===== src/rtl/line_read_buffer_pkg.sv =====
// ---------------------------------------------------------------------------
// lc3b_types
//   Shared types for the LC-3b cache-side line paths.
//   Holds the 128-bit line and 12-bit line-tag types, the line offset width
//   and the state encoding of the line read buffer FSM.
// ---------------------------------------------------------------------------
package lc3b_types;

  // Byte offset bits inside one cache line (16 bytes per line).
  localparam int LINE_OFFSET_W = 4;

  typedef logic [127:0] lc3b_line;
  typedef logic [11:0]  lc3b_line_tag;

  // Read buffer states:
  //   IDLE  - waiting for a request (or re-issuing a fetch after a stale fill)
  //   FETCH - line fetch outstanding on the L1 line interface
  //   RESP  - mem_resp pulse cycle
  typedef enum logic [1:0] {
    IDLE  = 2'd0,
    FETCH = 2'd1,
    RESP  = 2'd2
  } lrb_state_t;

endpackage


===== src/rtl/line_read_buffer_extract.sv =====
// ---------------------------------------------------------------------------
// line_extract
//   Combinational word/byte selector for one cache line. It is the exact
//   inverse of the store-merge placement: a word access returns the aligned
//   16-bit word holding the addressed byte (offset bit 0 ignored), a byte
//   access returns the addressed byte zero-extended to 16 bits.
//
// Ports
//   i_line         in  8<<OFFSET_W  line to extract from
//   i_offset       in  OFFSET_W     byte offset inside the line
//   i_byte_enable  in  2            2'b11 = word access, else byte access
//   o_data         out 16           extracted, zero-extended data
// ---------------------------------------------------------------------------
module line_extract #(
  parameter int OFFSET_W = 4
) (
  input  logic [(8 << OFFSET_W)-1:0] i_line,
  input  logic [OFFSET_W-1:0]        i_offset,
  input  logic [1:0]                 i_byte_enable,
  output logic [15:0]                o_data
);

  localparam int N_BYTES = 1 << OFFSET_W;
  localparam int N_WORDS = N_BYTES / 2;

  logic [7:0]  w_bytes [N_BYTES];
  logic [15:0] w_words [N_WORDS];

  genvar gi;
  generate
    for (gi = 0; gi < N_BYTES; gi++) begin : g_bytes
      assign w_bytes[gi] = i_line[8*gi +: 8];
    end
    for (gi = 0; gi < N_WORDS; gi++) begin : g_words
      assign w_words[gi] = i_line[16*gi +: 16];
    end
  endgenerate

  always_comb begin
    o_data = 16'h0000;
    if (i_byte_enable == 2'b11) begin
      o_data = w_words[i_offset[OFFSET_W-1:1]];
    end else begin
      // Zero extension only; sign handling belongs to the datapath.
      o_data = {8'h00, w_bytes[i_offset]};
    end
  end

endmodule


===== src/rtl/line_read_buffer.sv =====
// ---------------------------------------------------------------------------
// line_read_buffer
//   CPU-side read port for 128-bit lines. Keeps a single buffered line
//   (tag + valid) and serves word/byte reads from it. A miss evicts the
//   buffered line and fetches the addressed one over the L1 line interface.
//   Store-path line writes are snooped: a write to the buffered line
//   replaces it, a write to the line currently being fetched marks the
//   fetch stale so the returned data is discarded and the line refetched.
//
// Ports
//   clk              in   1    clock, all state on the rising edge
//   reset_n          in   1    asynchronous active-low reset
//   mem_read         in   1    CPU read request, held until mem_resp
//   mem_address      in   16   CPU byte address
//   mem_byte_enable  in   2    2'b11 word access, otherwise byte access
//   mem_rdata        out  16   read data, valid while mem_resp = 1
//   mem_resp         out  1    one-cycle completion pulse
//   line_read        out  1    line fetch request, held until line_resp
//   line_address     out  16   {tag, 4'b0000} of the line being fetched
//   line_rdata       in   128  fetched line, sampled on line_resp
//   line_resp        in   1    fetch complete
//   line_write       in   1    store path writes a merged line this cycle
//   line_write_addr  in   16   address of the written line
//   line_write_data  in   128  merged line being written
// ---------------------------------------------------------------------------
module line_read_buffer
  import lc3b_types::*;
#(
  parameter int ADDR_W   = 16,
  parameter int OFFSET_W = LINE_OFFSET_W
) (
  input  logic                        clk,
  input  logic                        reset_n,
  input  logic                        mem_read,
  input  logic [ADDR_W-1:0]           mem_address,
  input  logic [1:0]                  mem_byte_enable,
  output logic [15:0]                 mem_rdata,
  output logic                        mem_resp,
  output logic                        line_read,
  output logic [ADDR_W-1:0]           line_address,
  input  logic [(8 << OFFSET_W)-1:0]  line_rdata,
  input  logic                        line_resp,
  input  logic                        line_write,
  input  logic [ADDR_W-1:0]           line_write_addr,
  input  logic [(8 << OFFSET_W)-1:0]  line_write_data
);

  localparam int LINE_W = 8 << OFFSET_W;
  localparam int TAG_W  = ADDR_W - OFFSET_W;

  // -------------------------------------------------------------------------
  // State
  // -------------------------------------------------------------------------
  lrb_state_t         r_state;
  logic               r_valid;
  logic [TAG_W-1:0]   r_tag;
  logic [LINE_W-1:0]  r_line;
  logic [TAG_W-1:0]   r_fetch_tag;
  logic               r_stale;
  logic [15:0]        r_rdata;
  logic               r_resp;
  logic               r_line_read;

  // -------------------------------------------------------------------------
  // Address split, hit and snoop compares
  // -------------------------------------------------------------------------
  logic [TAG_W-1:0]    w_req_tag;
  logic [OFFSET_W-1:0] w_req_off;
  logic [TAG_W-1:0]    w_wr_tag;
  logic                w_hit;
  logic                w_snoop_buf;
  logic                w_snoop_fetch;
  logic [LINE_W-1:0]   w_cur_line;
  logic [LINE_W-1:0]   w_src_line;
  logic [15:0]         w_extract;
  logic                w_unused_wr_offset;

  assign w_req_tag = mem_address[ADDR_W-1:OFFSET_W];
  assign w_req_off = mem_address[OFFSET_W-1:0];
  assign w_wr_tag  = line_write_addr[ADDR_W-1:OFFSET_W];

  // Offset bits of the snooped write address do not matter: whole lines move.
  assign w_unused_wr_offset = &{1'b0, line_write_addr[OFFSET_W-1:0]};

  assign w_hit = r_valid && (r_tag == w_req_tag);

  // The buffer is invalidated when a fetch starts, so a valid buffer and an
  // outstanding fill never coexist; no extra fill-cycle qualifier is needed.
  assign w_snoop_buf   = line_write && r_valid && (w_wr_tag == r_tag);
  assign w_snoop_fetch = line_write && (r_state == FETCH) && (w_wr_tag == r_fetch_tag);

  // A hit in the same cycle as a matching store-path write returns the new
  // line content, so the read can never observe the superseded data.
  assign w_cur_line = w_snoop_buf ? line_write_data : r_line;

  // In FETCH the extract source is the incoming line (fill cycle).
  assign w_src_line = (r_state == FETCH) ? line_rdata : w_cur_line;

  line_extract #(
    .OFFSET_W (OFFSET_W)
  ) u_extract (
    .i_line        (w_src_line),
    .i_offset      (w_req_off),
    .i_byte_enable (mem_byte_enable),
    .o_data        (w_extract)
  );

  // -------------------------------------------------------------------------
  // FSM and buffer registers
  // -------------------------------------------------------------------------
  always_ff @(posedge clk or negedge reset_n) begin
    if (!reset_n) begin
      r_state     <= IDLE;
      r_valid     <= 1'b0;
      r_tag       <= '0;
      r_line      <= '0;
      r_fetch_tag <= '0;
      r_stale     <= 1'b0;
      r_rdata     <= 16'h0000;
      r_resp      <= 1'b0;
      r_line_read <= 1'b0;
    end else begin
      if (w_snoop_buf) begin
        r_line <= line_write_data;
      end

      case (r_state)
        IDLE: begin
          if (mem_read) begin
            if (w_hit) begin
              r_rdata <= w_extract;
              r_resp  <= 1'b1;
              r_state <= RESP;
            end else begin
              // Single-line buffer: a miss evicts the current line.
              r_valid     <= 1'b0;
              r_fetch_tag <= w_req_tag;
              r_stale     <= 1'b0;
              r_line_read <= 1'b1;
              r_state     <= FETCH;
            end
          end
        end

        FETCH: begin
          if (line_resp) begin
            r_line_read <= 1'b0;
            if (r_stale || w_snoop_fetch) begin
              // Fill is older than a store that hit this line: drop it and
              // let IDLE re-issue the fetch since mem_read is still held.
              r_stale <= 1'b0;
              r_state <= IDLE;
            end else begin
              r_line  <= line_rdata;
              r_valid <= 1'b1;
              r_tag   <= r_fetch_tag;
              r_rdata <= w_extract;
              r_resp  <= 1'b1;
              r_state <= RESP;
            end
          end else if (w_snoop_fetch) begin
            r_stale <= 1'b1;
          end
        end

        RESP: begin
          r_resp  <= 1'b0;
          r_state <= IDLE;
        end

        default: begin
          r_resp      <= 1'b0;
          r_line_read <= 1'b0;
          r_state     <= IDLE;
        end
      endcase
    end
  end

  assign mem_rdata    = r_rdata;
  assign mem_resp     = r_resp;
  assign line_read    = r_line_read;
  assign line_address = {r_fetch_tag, {OFFSET_W{1'b0}}};

  // A CPU read must stay asserted while its line fetch is outstanding.
  a_read_held_during_fetch : assert property (
    @(posedge clk) disable iff (!reset_n)
    (r_state == FETCH) |-> mem_read
  );

endmodule


===== config.mk =====
export PLATFORM = sky130hd
export DESIGN_NAME = line_read_buffer
export DESIGN_NICKNAME = d
export VERILOG_FILES = /design/src/rtl/line_read_buffer_pkg.sv /design/src/rtl/line_read_buffer_extract.sv /design/src/rtl/line_read_buffer.sv
export SDC_FILE = /design/constraint.sdc
export NUM_CORES = 1
export LEC_CHECK = 0
export ABC_CLOCK_PERIOD_IN_PS = 3000
export CAP_MARGIN = 10
export CORE_ASPECT_RATIO = 0.7
export CORE_MARGIN = 2
export CORE_UTILIZATION = 25
export DETAILED_ROUTE_END_ITERATION = 12
export GPL_TIMING_DRIVEN = 1
export PLACE_DENSITY_LB_ADDON = 0.25
export SETUP_SLACK_MARGIN = 0.02
export SKIP_CTS_REPAIR_TIMING = 1
export SLEW_MARGIN = 15
export SYNTH_ARGS = -nofsm -noshare
export SYNTH_HDL_FRONTEND = slang
export SYNTH_SLANG_ARGS = --single-unit
export TNS_END_PERCENT = 1

===== constraint.sdc =====
create_clock -name clk -period 3 [get_ports clk]
set_clock_uncertainty 0.05 [all_clocks]
set_input_delay 0.6 -clock clk [delete_from_list [all_inputs] [get_ports clk]]
set_output_delay 0.6 -clock clk [all_outputs]
set_load 0.01 [all_outputs]

# Word-level counts from Yosys, hierarchy flattened
# Cells that the tools add are included.
dict set report totals {
  output_inout_bits 34
  inputBits 295
  ff_bits 174
}
dict set report op_classes {
  mux 38
  eq_ne 13
  n_lt_le_gt_ge 2
  reduce_logical 16
  n_bitwise 5
}
# operator n
set ops {}
lappend ops {{$mux 128} 5}
lappend ops {{$mux 16} 7}
lappend ops {{$bmux 16 s3} 1}
lappend ops {{$eq 12x12->1} 3}
lappend ops {{$bmux 8 s4} 1}
lappend ops {{$pmux 16 s2} 1}
lappend ops {{$mux 8} 2}
lappend ops {{$reduce_and 5->1} 3}
lappend ops {{$mux 1} 12}
lappend ops {{$ne 2x2->1 const B} 5}
lappend ops {{$mux 2} 4}
lappend ops {{$reduce_and 4->1} 2}
lappend ops {{$pmux 1 s2} 3}
lappend ops {{$reduce_and 3->1} 2}
lappend ops {{$ge 5x5->1 const B} 1}
lappend ops {{$logic_and 1x1->1} 5}
lappend ops {{$not 4->5} 1}
lappend ops {{$eq 2x2->1 const B} 2}
lappend ops {{$ge 4x4->1 const B} 1}
lappend ops {{$not 3->4} 1}
lappend ops {{$pmux 2 s2} 1}
lappend ops {{$ne 3x2->1 const B} 1}
lappend ops {{$ne 3x3->1 const B} 1}
lappend ops {{$not 1->1} 3}
lappend ops {{6 further kinds} 6}

# Longest topological paths before layout
dict set report logic_depth {
  word_depth 11
  depth_mapped 13
}

# By module
# A second synthesis with hierarchy kept.
dict set report hier_totals {
  hier_cells 1245
  area_unflattened_um2 12393.1
}
# mod cells_per_inst seq_area_each_um2 area_per_inst_um2 n_inst
set modules_own_cells {}
lappend modules_own_cells {line_read_buffer 1061 4354.2 10252.3 1}
lappend modules_own_cells {line_extract 184 0.0 2140.8 1}

# Least setup slack after synthesis
# Ideal clock, no wire load.
dict set report synth_path {
  kind {in2reg}
  from {in line_write_addr[15]}
  to {reg r_rdata[3] (netlist: mem_rdata[3])}
  setup_slack_ns -0.218
  arrival_time_ns 3.081
  t_required_ns 2.863
  cell_stages 11
  cell_sequence {xnor2_1 nand4_1 or4_1 buf_2 buf_6 buf_2 mux2i_1 a211oi_1 nor3_1 or4_1 o211ai_1}
}
dict set report synth_between {
  elab_chain_len 11
  word_cells_on_any_way 21
}
# element line
set synth_lines {}
lappend synth_lines {{from (decl)} line_read_buffer.sv:44} ;# input logic [ADDR_W-1:0] line_write_addr,
lappend synth_lines {{$eq 12x12->1} line_read_buffer.sv:89} ;# assign w_snoop_buf = line_write && r_valid && (w_wr_tag == r_tag);
lappend synth_lines {{$logic_and 1x1->1} line_read_buffer.sv:89}
lappend synth_lines {{$mux 128} line_read_buffer.sv:94} ;# assign w_cur_line = w_snoop_buf ? line_write_data : r_line;
lappend synth_lines {{$mux 128} line_read_buffer.sv:97} ;# assign w_src_line = (r_state == FETCH) ? line_rdata : w_cur_line;
lappend synth_lines {{$bmux 8 s4 / $bmux 16 s3 (equally long branches)} {line_read_buffer_extract.sv:45, line_read_buffer_extract.sv:42}}
lappend synth_lines {{$mux 8 (implied by the code) / $mux 16 (equally long branches) (2 in a row)} {line_read_buffer_extract.sv:45, line_read_buffer_extract.sv:42}}
lappend synth_lines {{$mux 16} line_read_buffer_extract.sv:41} ;# if (i_byte_enable == 2'b11) begin
lappend synth_lines {{$mux 16, on equally long branches} {line_read_buffer.sv:148, line_read_buffer.sv:130}}
lappend synth_lines {{$mux 16, on equally long branches} {line_read_buffer.sv:146, line_read_buffer.sv:129}}
lappend synth_lines {{$pmux 16 s2} line_read_buffer.sv:127} ;# case (r_state)
lappend synth_lines {{to (signal assigned)} line_read_buffer.sv:131} ;# r_rdata <= w_extract;
lappend synth_lines {{to (signal assigned)} line_read_buffer.sv:157} ;# r_rdata <= w_extract;
lappend synth_lines {{to (decl)} line_read_buffer.sv:60} ;# logic [15:0] r_rdata;
# Several ways; a longest one is shown, not always the timed one. The select of a mux whose other input is x is not followed.
# A chain may end at the register's enable or synchronous reset.

# Final worst setup path
dict set report layout_path {
  from {reg r_tag[5]}
  to {reg r_rdata[5] (netlist: mem_rdata[5])}
}
dict set report layout_between {
  elab_chain_len 11
  word_cells_on_any_way 20
}
# element line
set layout_lines {}
lappend layout_lines {{from (decl)} line_read_buffer.sv:56} ;# logic [TAG_W-1:0] r_tag;
lappend layout_lines {{from (signal assigned)} line_read_buffer.sv:156} ;# r_tag <= r_fetch_tag;
lappend layout_lines {{$eq 12x12->1} line_read_buffer.sv:89}
lappend layout_lines {{$logic_and 1x1->1} line_read_buffer.sv:89}
lappend layout_lines {{$mux 128} line_read_buffer.sv:94}
lappend layout_lines {{$mux 128} line_read_buffer.sv:97}
lappend layout_lines {{$bmux 8 s4 / $bmux 16 s3 (equally long branches)} {line_read_buffer_extract.sv:45, line_read_buffer_extract.sv:42}}
lappend layout_lines {{$mux 8 (implied by the code) / $mux 16 (equally long branches) (2 in a row)} {line_read_buffer_extract.sv:45, line_read_buffer_extract.sv:42}}
lappend layout_lines {{$mux 16} line_read_buffer_extract.sv:41}
lappend layout_lines {{$mux 16, on equally long branches} {line_read_buffer.sv:148, line_read_buffer.sv:130}}
lappend layout_lines {{$mux 16, on equally long branches} {line_read_buffer.sv:146, line_read_buffer.sv:129}}
lappend layout_lines {{$pmux 16 s2} line_read_buffer.sv:127}
# Several ways; a longest one is shown, not always the timed one. The select of a mux whose other input is x is not followed.

==> results.yml <==
outcome:
  status: "finished with violations"
  violations: "negative setup slack"
power_and_ir_drop:
  p_int_mw: 7.37
  power.density_nw_per_um2: 721
  power_frac_clock: 0.196
  power_frac_comb: 0.466
  p_leak_nw: 7.30
  ir_drop_uv: 426
  seq_power_share: 0.338
  switching_share: 0.374
  p_sw_mw: 4.40
job:
  maxCapViolCount: 0
detailed_routing:
  drt_iter0_drc: 770
  drtAntennaViolNets: 0
  wl_per_cell_um: 21.3
  avgViaCountPerCell: 4.94
  dr.pass1.iters: 5
  routed_wl_um: 45500
  drcViolationCount: 0
  dr_total_vias: 10500
placement:
  dp.cells: 2090
  dpl.hpwl_um: 34400
  globalplace.congestion: 0.849
  port_buffers: 320
grt:
  grt_max_degree: 82
  grt_pass1_wl_um: 66200
  grt_pass1_vias: 10600
  globalRouteOverflowTotal: 0
  track_usage: 0.199
  antenna_found_initial: 4
sta:
  fmax_ghz: 0.312
  final_hold_viol_count: 0
  worst_slew_pin_slew_ps: 713
  setup_slack_ps: -205
  layout_min_cycle_time_ps: 3200
  hold_slack_ps: 99.6
  drv_slew: 0
  relSlewSlack: 0.520
  setup_viol_count_final: 14
  tns_ps: -1880
  rsz0062_at_grt: "true"
  period_share: 1.07
clock_network:
  clkLatencyLatePin_ps: 460
  numCtsBuffers: 17
  cts_tree: "yes"
  clk_pin_slew_worst_paths_ps: 90
  clockBufferDepth: 2
  cts_root_buf: "clkbuf_16"
  htree_levels: 4
  clock-sinks: 174
synthesis:
  yosysSeqAreaShare: 0.409
  ys_async_sr_fraction: 1.00
  yosys_warnings: 0
  avgSynthCellArea_sq_um: 8.98
  synthCells: 1187
  syn_area_sq_um: 10700
  synth_edf_count: 0
  ys_types: 53
  ys_ff_latch: 174
  synth_top_flop_cell: "dfrtp_1"
worst_setup_path:
  worst_path_max_delay_cell: "or4_4"
  crit_path_end_kind: "flop"
  cpPeakStageDelay_ps: 700
  cp.arrival_ps: 3510
  cp_max_fo: 6
  crit_buf_inv: 1
  path_class: "reg -> reg"
  startpoint_type: "flop"
  crit_path_frequent_cell: "or4_4"
  crit_required_ps: 3310
  crit_chain: "xnor2_2 > nand3_1 > or4_4 > clkbuf_16 > mux2i_1 > a21oi_1 > nor3_1 > or4_4 > o211ai_1"
  critPathTopFamily: "simple AND/OR/NAND/NOR gates"
floorplan:
  initial_core_util: 0.253
  core-area_sq_um: 42200
  dieArea_sq_um: 44300
  die_h_um: 177
  die_w_um: 251
  rows: 63
  top_level_ports: 329
layout:
  fin_util: 0.387
  syn_to_final_growth_pct: 53.3
  fin_cells: 2137
  layout.nets: 1866
  layout-drive-gt1-share: 0.169
hold_path:
  hold_path_class: "in -> async"
## power by group through the flow
stage                     logic, mW  clock network [mW]  registers, mW
after global placement         5.24                   0           3.98
after global routing           6.02                2.48           4.09
final                          5.49                2.30           3.98
after CTS                      5.37                2.38           3.97
after floorplan                2.92                   0           3.93
after detailed placement       5.36                   0           4.02
## synth_stat cells, types with 6 or more instances
cell | count | area (sq um)
xor2_1 | 12 | 105
mux2_2 | 28 | 315
nand2_1 | 53 | 199
clkbuf_1 | 76 | 285
mux4_2 | 16 | 360
o21ai_0 | 41 | 205
dfrtp_1 | 174 | 4350
mux2i_1 | 107 | 1070
o211ai_1 | 24 | 180
o41a_1 | 6 | 67.6
inv_1 | 39 | 146
xnor2_1 | 24 | 210
buf_1 | 7 | 26.3
nand4_1 | 6 | 37.5
nor3_1 | 24 | 120
and3_1 | 8 | 50.1
o2111ai_1 | 6 | 52.6
a211oi_1 | 35 | 263
a31oi_1 | 20 | 125
nand2b_1 | 13 | 81.3
or4_1 | 6 | 45.0
nand3_1 | 8 | 40.0
nor4_1 | 15 | 93.8
a211o_1 | 11 | 96.3
o41ai_1 | 11 | 96.3
buf_4 | 10 | 75.1
a21oi_1 | 165 | 826
nor2_1 | 194 | 728
## cell families after synthesis
kind of cell	after synthesis	synth area share
AOI/OAI and AO/OA	345	0.201
xor gates and xnor gates	36	0.0296
buffers and inverters	140	0.0555
DFF	174	0.409
muxes	153	0.167
other	1	0.000352
and+or+nand+nor	338	0.139
## worst reg2reg max path: cells and delay by family (launching register included)
| family | cells | cell delay (ps) |
|---|---|---|
| buf+inv | 1 | 250 |
| simple gates | 4 | 1550 |
| mux | 1 | 140 |
| compound gates | 2 | 540 |
| xor+xnor | 1 | 170 |
| flops | 1 | 410 |
## layout make-up
class                      count  area (sq um)
tap                          552           691
fill                        4147         25800
antenna                        1          2.50
clock buffer                  17           425
multi-input combinational    876          5920
inverter                      39           146
sequential                   174          4360
clock inverter                15           163
timing repair buffer         463          4640
## metrics by stage
step           power (mW)  instance area, sq um  setup slack [ps]
2_1_floorplan        6.85                 10700              -168
3_3_place_gp         9.22                 15400             -1030
3_5_place_dp         9.37                 15400             -1010
4_1_cts              11.7                 16000              -531
5_1_grt              12.6                 16300              -256
6_report             11.8                 16300              -205
## sequential cells by signal, summed over array words and instances (netlist names)
name         cells
r_line         128
mem_rdata       16
r_fetch_tag     12
r_tag           12
r_state          2
line_read        1
mem_resp         1
r_stale          1
r_valid          1
## final timing paths
check	startpoint	to	slack (ps)	depth (start not counted)
max in group asynchronous	reset_n	mem_rdata[5]	2020	2
setup reg to reg	r_tag[5]	mem_rdata[5]	-200	9
min in group clk	mem_rdata[14]	mem_rdata[14]	430	2
hold reg to reg	mem_rdata[14]	mem_rdata[14]	430	2
hold / removal	reset_n	r_line[3]	100	1
setup / recovery	r_tag[5]	mem_rdata[5]	-200	9
## placed cells by master, fill, tap and decap left out, types with 7 or more instances in the layout
cell | Yosys | routed
clkdlybuf4s50_1 | 0 | 303
nor2_1 | 194 | 194
dfrtp_1 | 174 | 173
a21oi_1 | 165 | 165
buf_4 | 10 | 119
mux2i_1 | 107 | 102
nand2_1 | 53 | 52
o21ai_0 | 41 | 39
inv_1 | 39 | 38
a211oi_1 | 35 | 29
mux2_2 | 28 | 28
o211ai_1 | 24 | 24
nor3_1 | 24 | 23
clkbuf_16 | 0 | 22
a31oi_1 | 20 | 20
xnor2_1 | 24 | 17
mux4_2 | 16 | 16
buf_12 | 0 | 16
nand2b_1 | 13 | 13
dlymetal6s2s_1 | 0 | 13
xor2_1 | 12 | 12
o41ai_1 | 11 | 11
a211o_1 | 11 | 11
nor4_1 | 15 | 10
and3_1 | 8 | 8
nand3_1 | 8 | 7
xnor2_2 | 0 | 7
## routing by layer
layer	vias to the layer above	wire length, um	global-route usage
li1	5049	-	-
met1	5133	21400	0.280
met2	333	20400	0.309
met3	28	3120	0.0510
met4	4	551	0.0414
met5	-	22	0
Power figures use the tool's default switching activity.
==> RTL edit 1, RTL diff (same flow settings) <==
Add an input register stage for `line_write_addr`, without a reset; this delays it by one clock. The other inputs are not delayed to match.
--- a/src/rtl/line_read_buffer.sv
+++ b/src/rtl/line_read_buffer.sv
@@ -48,6 +48,12 @@
   localparam int LINE_W = 8 << OFFSET_W;
   localparam int TAG_W  = ADDR_W - OFFSET_W;
 
+  logic [ADDR_W-1:0] line_write_addr_q;
+
+  always_ff @(posedge clk) begin
+    line_write_addr_q <= line_write_addr;
+  end
+
   // -------------------------------------------------------------------------
   // State
   // -------------------------------------------------------------------------
@@ -77,10 +83,10 @@
 
   assign w_req_tag = mem_address[ADDR_W-1:OFFSET_W];
   assign w_req_off = mem_address[OFFSET_W-1:0];
-  assign w_wr_tag  = line_write_addr[ADDR_W-1:OFFSET_W];
+  assign w_wr_tag  = line_write_addr_q[ADDR_W-1:OFFSET_W];
 
   // Offset bits of the snooped write address do not matter: whole lines move.
-  assign w_unused_wr_offset = &{1'b0, line_write_addr[OFFSET_W-1:0]};
+  assign w_unused_wr_offset = &{1'b0, line_write_addr_q[OFFSET_W-1:0]};
 
   assign w_hit = r_valid && (r_tag == w_req_tag);
 
Behaviour: not the same (Yosys sat finds a counterexample within 4 cycles, from zero or initial values and one cycle with reset_n low).
==> RTL edit 1 against the original RTL <==
Sequential power grew 3%; worst setup slack got worse by 40 ps; final area up 1.8%; worst hold slack got worse by 60 ps; synthesized area up 2.3%; total power grew 2.9%; sequential cell count rose by 12; routed wire length shrank 0.29%; highest routed layer unchanged; the flow still finishes with violations (negative setup slack).
==> RTL edit 1: results (changes against the original RTL) <==
[clock_tree]
clockBufferDepth = 2  ; unchanged
clk-insertion-delay-late_ps = 460  ; about the same
cts_made_buffers = 17  ; unchanged
cts_root_buf = clkbuf_16
ctsHtreeMaxLevel = 4  ; unchanged
clkSlewWorstSetupHoldPaths_ps = 90  ; about the same

[placement]
dpl_cell_area_sq_mm = 0.0156  ; +1.2%
dpl.hpwl_um = 34200  ; -0.48%
placedCellCount = 2124  ; +1.6%
numPortBuffers = 320  ; unchanged
pre_cts_ws_ps = -688  ; +325 ps
gp_congestion = 0.842  ; -0.85%

[synth]
ys_top_cells_by_area = dfrtp_1 (40%), mux2i_1 (9.8%), a21oi_1 (7.6%)
netlist_instances = 1199  ; +1.0%
ys_types = 54  ; +1.9%
synth_area_leader_cell = dfrtp_1
ys_seq_area_share_pct = 42.2  ; +1.3 points
yosys_warnings = 0  ; unchanged
synthTopCellsByCount = nor2_1 (194), dfrtp_1 (174), a21oi_1 (165)
synthArstFlopShare_pct = 93.5  ; -6.5 points

[final_layout]
largest_reg_flops = 128  ; unchanged
top_register = r_line
layout-drive-gt1-share_pct = 17.0  ; +0.13 points
nets = 1866  ; unchanged
stdcell_count = 2172  ; +1.6%

[pwr]
swShare_pct = 37.2  ; -0.22 points
vdd_drop_max_mv = 0.442  ; +3.8%
p_clk_share_pct = 19.5
leakage_uw = 0.00720  ; -1.4%
seq_power_uw = 4110  ; +3%
p_comb_share_pct = 46.6  ; about the same

[worst_hold_path]
hold_path_class = in -> async

[grt]
grt_pass1_vias = 10400  ; -2.6%
antenna_found_initial = 6  ; +2
grt_pass1_wl_um = 65600  ; -0.97%
track_usage_pct = 19.7  ; -0.25 points
grt_max_degree = 81  ; -1.2%

[setup_path]
regToRegSetupSlack_ps = -250  ; -40 ps
r2r_start = r_tag[11]
arrival_ps = 3580  ; +70 ps
r2r_cells = 11  ; +2
worst-path-max-fanout = 13  ; +7
r2r-end = mem_rdata[2]

[run_status]
status = finished, violations left
violations = negative setup slack

[timing]
worst_hold_slack_ps = 40.0  ; -59.5 ps
setup_tns_ps = -3030  ; -1140 ps
setup_viol = 16  ; +2
finalWorstSetupSlack_ps = -245  ; -40.4 ps
worst_slew_pin_slew_ps = 560  ; -153 ps

[routing]
drtIter0Drc = 782  ; +1.6%
num_vias = 10500  ; -0.44%
drt_first_pass_iters = 5  ; unchanged
wl_um = 45400  ; -0.29%

==> RTL edit 1: cell count changes after synthesis, sizes merged <==
cell / delta
dfxtp: +12
==> RTL edit 1: cell families (layout without fill, tap and decap cells) <==
| group | after synthesis | count (layout) | synth area share (%) |
|---|---|---|---|
| DFF | 186 | 186 | 42.2 |
| AOI/OAI and AO/OA | 345 | 345 | 19.6 |
| and+or+nand+nor | 338 | 338 | 13.6 |
| xor gates and xnor gates | 36 | 36 | 2.89 |
| muxes | 153 | 153 | 16.3 |
| other | 1 | 7 | 0.0344 |
| buffers and inverters | 140 | 522 | 5.43 |
==> RTL edit 1: final cells by class <==
cell class,count,area (sq um)
fillers,4181,26000
repair buffers,451,4490
diodes,3,7.51
inverters,39,146
multi-input cells,876,6060
clock buffers,17,425
well taps,585,732
clock inverters,15,175
flip-flops and latches,186,4590
==> RTL edit 1: layer usage <==
metal	global-route usage [%]	wire [um]	vias to the layer above
li1	-	-	5064
met1	27.6	21500	5108
met2	29.6	20500	298
met3	6.07	3080	23
met4	4.46	286	8
met5	0	51	-
==> RTL edit 1: how the worst max path moves through the flow <==
stage | start | endpoint | slack, ps
5_1_grt | r_tag[11] | mem_rdata[7] | -330
3_3_place_gp | line_write | mem_rdata[3] | -650
2_1_floorplan | r_tag[9] | mem_rdata[7] | 10
4_1_cts | r_tag[11] | mem_rdata[3] | -520
6_report | r_tag[11] | mem_rdata[2] | -250
3_5_place_dp | line_write | mem_rdata[3] | -690
==> RTL edit 1: critical path: stages, from the launching register on <==
cell       delay, ps
dfrtp_1          420
xnor2_2          180
nand4_1          250
or4_4            640
buf_12           170
clkbuf_16        180
mux2i_1          140
a21oi_1          150
buf_4            150
nor3_1            50
or4_4            600
o211ai_1         180
==> RTL edit 2, RTL diff (same flow settings) <==
Without the edit above. Change the parameter `ADDR_W` from 16 to 14.
--- a/src/rtl/line_read_buffer.sv
+++ b/src/rtl/line_read_buffer.sv
@@ -26,7 +26,7 @@
 module line_read_buffer
   import lc3b_types::*;
 #(
-  parameter int ADDR_W   = 16,
+  parameter int ADDR_W   = 14,
   parameter int OFFSET_W = LINE_OFFSET_W
 ) (
   input  logic                        clk,
Interface: changed (resized line_address, line_write_addr and mem_address); port bits go from 329 to 323. No check against the original RTL was run, so the function may have changed too.
==> RTL edit 2 against the original RTL <==
The flow still finishes with violations (negative setup slack); sequential cell count down 4; total power up 6.1%; count of clock-buffer cells in the layout up 5; global-route usage up 2.5 points; synthesized area down 2.1%; via count up 8.7%; routed wire length up 10%; final area up 4.3%; first-iteration DRC count up 0.91%; worst setup slack better by 87 ps; sequential power down 2%; largest cell class unchanged; largest power group unchanged.
==> RTL edit 2: results (changes against the original RTL) <==
[synth]
ys_types = 59  ; +11%
synth_compound_area_share_pct = 24.0  ; +4.0 points
avgSynthCellArea_sq_um = 8.82  ; -1.8%
ys_seq_area_share_pct = 40.8  ; -0.10 points
ys_top_cells_by_area = dfrtp_1 (41%), a31oi_1 (6.9%), mux2_2 (5.6%)

[run_status]
status = finished, violations left
violations = negative setup slack

[grt]
use_met3_pct = 6.94  ; +1.8 points
antenna_found_initial = 20  ; +16
grt_max_degree = 59  ; -28%

[routing]
wl_met2_um = 21900  ; +7.1%
dr_wl_met3_um = 4300  ; +38%

[setup_path]
slowest_stage = mux4_2
r2r_cells = 10  ; +1
r2r-end = mem_rdata[12]
critical-path-top-delay-family = multiplexers
cpPeakStageDelay_ps = 550  ; -150 ps

[timing]
setup_viol = 10  ; -4
slew-limit-headroom_pct = 32.5  ; -19 points
finalWorstSetupSlack_ps = -118  ; +86.6 ps

[placement]
gp_congestion = 0.869  ; +2.3%
dpl_cell_area_sq_mm = 0.0159  ; +3.7%
pre_cts_ws_ps = -1050  ; -32.6 ps

[pwr]
vdd_drop_max_mv = 0.421  ; -1.3%
leakage_uw = 0.00717  ; -1.8%

-- RTL edit 2: how the worst max path moves through the flow --
stage | to | slack [ps] | cells after the start
after floorplan | mem_rdata[14] | 80 | 9
after global placement | mem_rdata[3] | -1070 | 12
after detailed placement | mem_rdata[3] | -1050 | 12
after CTS | mem_rdata[3] | -580 | 12
after global routing | mem_rdata[14] | -230 | 10
final | mem_rdata[12] | -120 | 10
-- RTL edit 2: final cells by class --
| cell class | count | area [sq um] |
|---|---|---|
| flip-flops and latches | 170 | 4250 |
| repair buffers | 549 | 5460 |
| multi-input cells | 892 | 5970 |
| well taps | 544 | 681 |
| diodes | 8 | 20.0 |
| inverters | 13 | 48.8 |
| fillers | 4066 | 24100 |
| clock buffers | 22 | 464 |
| clock inverters | 10 | 141 |
-- RTL edit 2: where the power goes --
part	switching [uW]	internal (uW)	total [uW]	leakage, uW
clock network	1050	1360	2410	0.000291
logic	3010	3170	6180	0.00496
registers	521	3390	3920	0.00192
total	4570	7920	12500	0.00717
